[config.mk]
export PLATFORM = sky130hd
export DESIGN_NAME = model
export DESIGN_NICKNAME = d
export VERILOG_FILES = /design/src/rtl/model.sv
export SDC_FILE = /design/constraint.sdc
export NUM_CORES = 1
export LEC_CHECK = 0
export CAP_MARGIN = 0
export CORE_AREA = 2 2 39 41
export CTS_CLUSTER_SIZE = 10
export DETAILED_ROUTE_END_ITERATION = 10
export DIE_AREA = 0 0 41 43
export PLACE_DENSITY = 0.44
export REMOVE_ABC_BUFFERS = 1
export SLEW_MARGIN = 20
export SYNTH_ARGS = -nofsm -noshare
export SYNTH_HDL_FRONTEND = slang
export SYNTH_SLANG_ARGS = --single-unit
[constraint.sdc]
create_clock -name clk -period 2.5 [get_ports clk]
set_input_delay 0.5 -clock clk [delete_from_list [all_inputs] [get_ports clk]]
set_output_delay 0.5 -clock clk [all_outputs]
set_load 0.005 [all_outputs]
[src/rtl/model.sv]
`default_nettype none
// +--------------------------------------------------------------------------+
// | model : free-running Gray-code counter, one output bit toggles per clock |
// | Revision: 1.0                                                            |
// +--------------------------------------------------------------------------+

module model #(
  parameter int DATA_WIDTH = 4
) (
  input  logic                  clk,
  input  logic                  resetn,
  output logic [DATA_WIDTH-1:0] out
);

  localparam logic [DATA_WIDTH-1:0] c_ONE = {{(DATA_WIDTH-1){1'b0}}, 1'b1};

  logic [DATA_WIDTH-1:0] r_bin;
  logic [DATA_WIDTH-1:0] r_out;
  logic [DATA_WIDTH-1:0] w_bin_next;
  logic [DATA_WIDTH-1:0] w_gray_next;

  // The Gray code is formed from the incremented binary value, so the
  // registered output tracks the binary counter with no extra cycle of lag.
  assign w_bin_next  = r_bin + c_ONE;
  assign w_gray_next = w_bin_next ^ (w_bin_next >> 1);

  always_ff @(posedge clk or negedge resetn) begin
    if (!resetn) begin
      r_bin <= '0;
      r_out <= '0;
    end else begin
      r_bin <= w_bin_next;
      r_out <= w_gray_next;
    end
  end

  assign out = r_out;

endmodule

`default_nettype wire

---- Yosys cells after proc, flatten, opt, wreduce, memory -nomap -nowiden ----
Cells that the tools add are included.
word-level totals
  register bits after elaboration ......... 8
  input port bits ......................... 2
  output and inout bits ................... 4
operators by class
  $add $sub $neg .......................... 1
  bitwise operators ....................... 1
operators with widths
  kind                                         number
  adder 4 x 1 -> 4 bit, second input constant  1
  bitwise XOR 4 x 3 -> 4 bit                   1

---- Longest topological paths before layout ----
  depth in word-level cells ............... 2
  depth in mapped cells ................... 3

---- Least setup slack after synthesis ----
Ideal clock, no wire load.
  path kind ............................... reg2reg
  start point ............................. register r_bin[0]
  end point ............................... register r_out[1] (netlist: out[1])
  library setup time ...................... 0.131 ns
  arrival time ............................ 0.947 ns
  path slack .............................. 1.422 ns
  cell stages (with the launch flop) ...... 4
  buffers on the path ..................... 0
  clock period less this slack ............ 1.078 ns
  path through ............................ dfrtp_1 -> ha_1 -> xor2_1 -> xor2_1
on the way
  longest elaborated chain between the ends .. 2
ends and longest elaborated chain
  element                     line  text
  from (decl)                 17    logic [DATA_WIDTH-1:0] r_bin;
  from (signal assigned)      32    r_bin <= w_bin_next;
  adder 4 x 1 -> 4 bit        24    assign w_bin_next = r_bin + c_ONE;
  named net w_bin_next[2]     19    logic [DATA_WIDTH-1:0] w_bin_next;
  bitwise XOR 4 x 3 -> 4 bit  25    assign w_gray_next = w_bin_next ^ (w_bin_next >> 1);
  named net w_gray_next[1]    20    logic [DATA_WIDTH-1:0] w_gray_next;
  to (signal assigned)        33    r_out <= w_gray_next;
  to (decl)                   18    logic [DATA_WIDTH-1:0] r_out;
The timed path passes the listed nets, and every way through them passes these cells.

==> flow_summary.json <==
{
  "fin_crit_ns": 1.67,
  "cts_tree": "built",
  "r2r-start": "r_bin[0]",
  "htree_levels": 1,
  "crit_path_end": "out[3]",
  "total_power_uw": 223,
  "dieHeight_um": 43,
  "dieArea_um2": 1760,
  "core_um2": 1380,
  "cts_inserted_buffers": 3,
  "irDropWorstVdd_mv": 0.237,
  "synth_common_cells": "dfrtp_1 (7), xnor2_1 (4), xor2_1 (2)",
  "cts_resized": 0,
  "slew_headroom_pct": 78.9,
  "synthCells": 18,
  "yosysTopAreaCell": "dfrtp_1",
  "fin_skew_ns": 0.00295,
  "slew_viol_final": 0,
  "crit_fanout": 3,
  "rsz0062_at_grt": "false",
  "clk_pin_slew_ns": 0.06,
  "crit_path_cell_trace": "clkdlybuf4s50_1",
  "dp_slack_ns": 1.11,
  "synth_edf_count": 0,
  "layout_setup_ws_ns": 0.835,
  "finalNetCount": 30,
  "async_flop_share_pct": 100,
  "syn_area_um2": 268,
  "p_leak_uw": 0.000163,
  "yosysWarnings": 0,
  "drv_cap": 0,
  "drive_gt1_share_pct": 15.4,
  "initial_utilization_pct": 19.3,
  "final_hold_viol_count": 0,
  "critical_path.top_delay_family": "buffers and inverters",
  "die_width_um": 41,
  "synth_area_leaders": "dfrtp_1 (65%), xnor2_1 (13%), xor2_1 (6.5%), ha_1 (4.7%), a21boi_2 (4.2%)",
  "worstSkewPairLatency_ns": 0.25,
  "powerDensity_nw_per_um2": 625,
  "n_fill_cell": 145,
  "worstPathArrival_ns": 1.17,
  "dr.pass1.iters": 2,
  "finalCritPeriodShare_pct": 66.6,
  "vias": 152,
  "whs_ns": 0.501,
  "setup_violations": 0,
  "wl_um": 402,
  "r2r_setup_slack_ns": 1.35,
  "ys.flop_type": "dfrtp_1",
  "area_growth_pct": 33.2,
  "ys_seq_elements": 7,
  "status": "finished, final reports clean",
  "crit_cells": 1,
  "final.setup.tns_ns": 0,
  "overflow": 0,
  "hp-class": "in2async",
  "yosysMostFrequentCell": "dfrtp_1",
  "ctsRootBufferMaster": "clkbuf_4",
  "drtIter0Drc": 3,
  "yosysUniqueCellTypes": 8,
  "ioPinCount": 6,
  "drc_errors": 0,
  "grt_usage_pct": 7.20,
  "first_global_vias": 165,
  "slowest_delay_ns": 0.52,
  "crit_path_start_kind": "register",
  "worstMarginPinSlew_ns": 0.315,
  "place.gp.congestion": 0.581,
  "post-route-util_pct": 25.8,
  "num_rows": 14,
  "antenna_found_initial": 0,
  "grt_max_degree": 8,
  "reg2reg_to": "out[1]",
  "wl_per_cell_um": 9.57,
  "portBuffers": 5,
  "post_cts_buffers": 0,
  "detail-route-antenna-nets": 0,
  "cts_hold_buf": 0,
  "crit_type": "reg2out",
  "cts_buffer_depth": 2,
  "yosysTopAreaCellShare_pct": 65.4,
  "cp-startpoint": "r_bin[3]",
  "cp_slowest_cell": "clkdlybuf4s50_1",
  "rr_worst_depth": 3,
  "critPathBufInv": 1,
  "diodes": 0,
  "clock_sinks": 7,
  "syn_area_per_cell_um2": 14.9,
  "cp_data_required_time_ns": 2.00,
  "routed_via_density": 3.62,
  "ys_seq_area_share_pct": 65.4,
  "grt_pass1_wl_um": 724,
  "worst_setup_path_end_kind": "output pin",
  "max_freq_mhz": 601
}
-- report_power, final --
part	switching, uW	internal (uW)	total, uW
clock	44.9	61.1	106
combinational	2.08	1.39	3.46
sequential	0	113	113
-- final cells by class --
| cell class | instances | area, um2 | area share [%] |
|---|---|---|---|
| clock buffers | 4 | 26.3 | 7.37 |
| multi-input cells | 9 | 81.3 | 22.8 |
| repair buffers | 5 | 50.0 | 14.0 |
| flip-flops and latches | 7 | 175 | 49.1 |
| well taps | 16 | 20.0 | 5.61 |
| inverters | 1 | 3.75 | 1.05 |
-- per-layer routing --
layer  vias up  share of wire, %  GRT usage (%)
met2         7                46           8.44
met4         0               5.2           8.00
met1        70                40           7.64
met3         4               9.0           4.71
li1         71                 -              -
met5         -                 0              0
-- worst min path at each step --
stage | from | to | slack, ns | cells after the start
finish | resetn | r_bin[3] | 0.50 | 1
global route | resetn | out[2] | 0.53 | 1
CTS | resetn | r_bin[3] | 0.51 | 1
detailed placement | r_bin[3] | r_bin[3] | 0.51 | 1
global placement | r_bin[3] | r_bin[3] | 0.50 | 1
floorplan | resetn | out[0] | 0.20 | 0
-- flip-flops by register name, summed over array words and instances (netlist names) --
signal  cells
r_bin       4
out         3
-- kinds of logic (layout without fill, tap and decap cells) --
kind of cell	count (synthesis)	in the layout	synth area share (%)
fa+ha+maj	1	1	4.67
xor+xnor	6	6	19.6
buf+inv	2	10	4.21
flops	7	7	65.4
simple gates	1	1	1.87
compound gates	1	1	4.21
-- worst reg2reg max path, stage by stage, from the launching register on --
cell	delay [ns]
dfrtp_1	0.44
ha_1	0.26
xor2_1	0.22
xor2_1	0.16
-- cells in the final DEF, fill, tap and decap left out --
master,instances
dfrtp_1,7
a21boi_2,1
clkbuf_4,3
inv_1,1
clkdlybuf4s50_1,5
clkbuf_1,1
xnor2_1,4
nand3_1,1
ha_1,1
xor2_1,2
-- metrics by stage --
stage | cells | instance area (um2)
after detailed placement | 38 | 330
final | 42 | 357
after global routing | 42 | 357
after floorplan | 17 | 260
after CTS | 42 | 357
after global placement | 38 | 330
No activity file was read; power rests on OpenSTA's default activity.
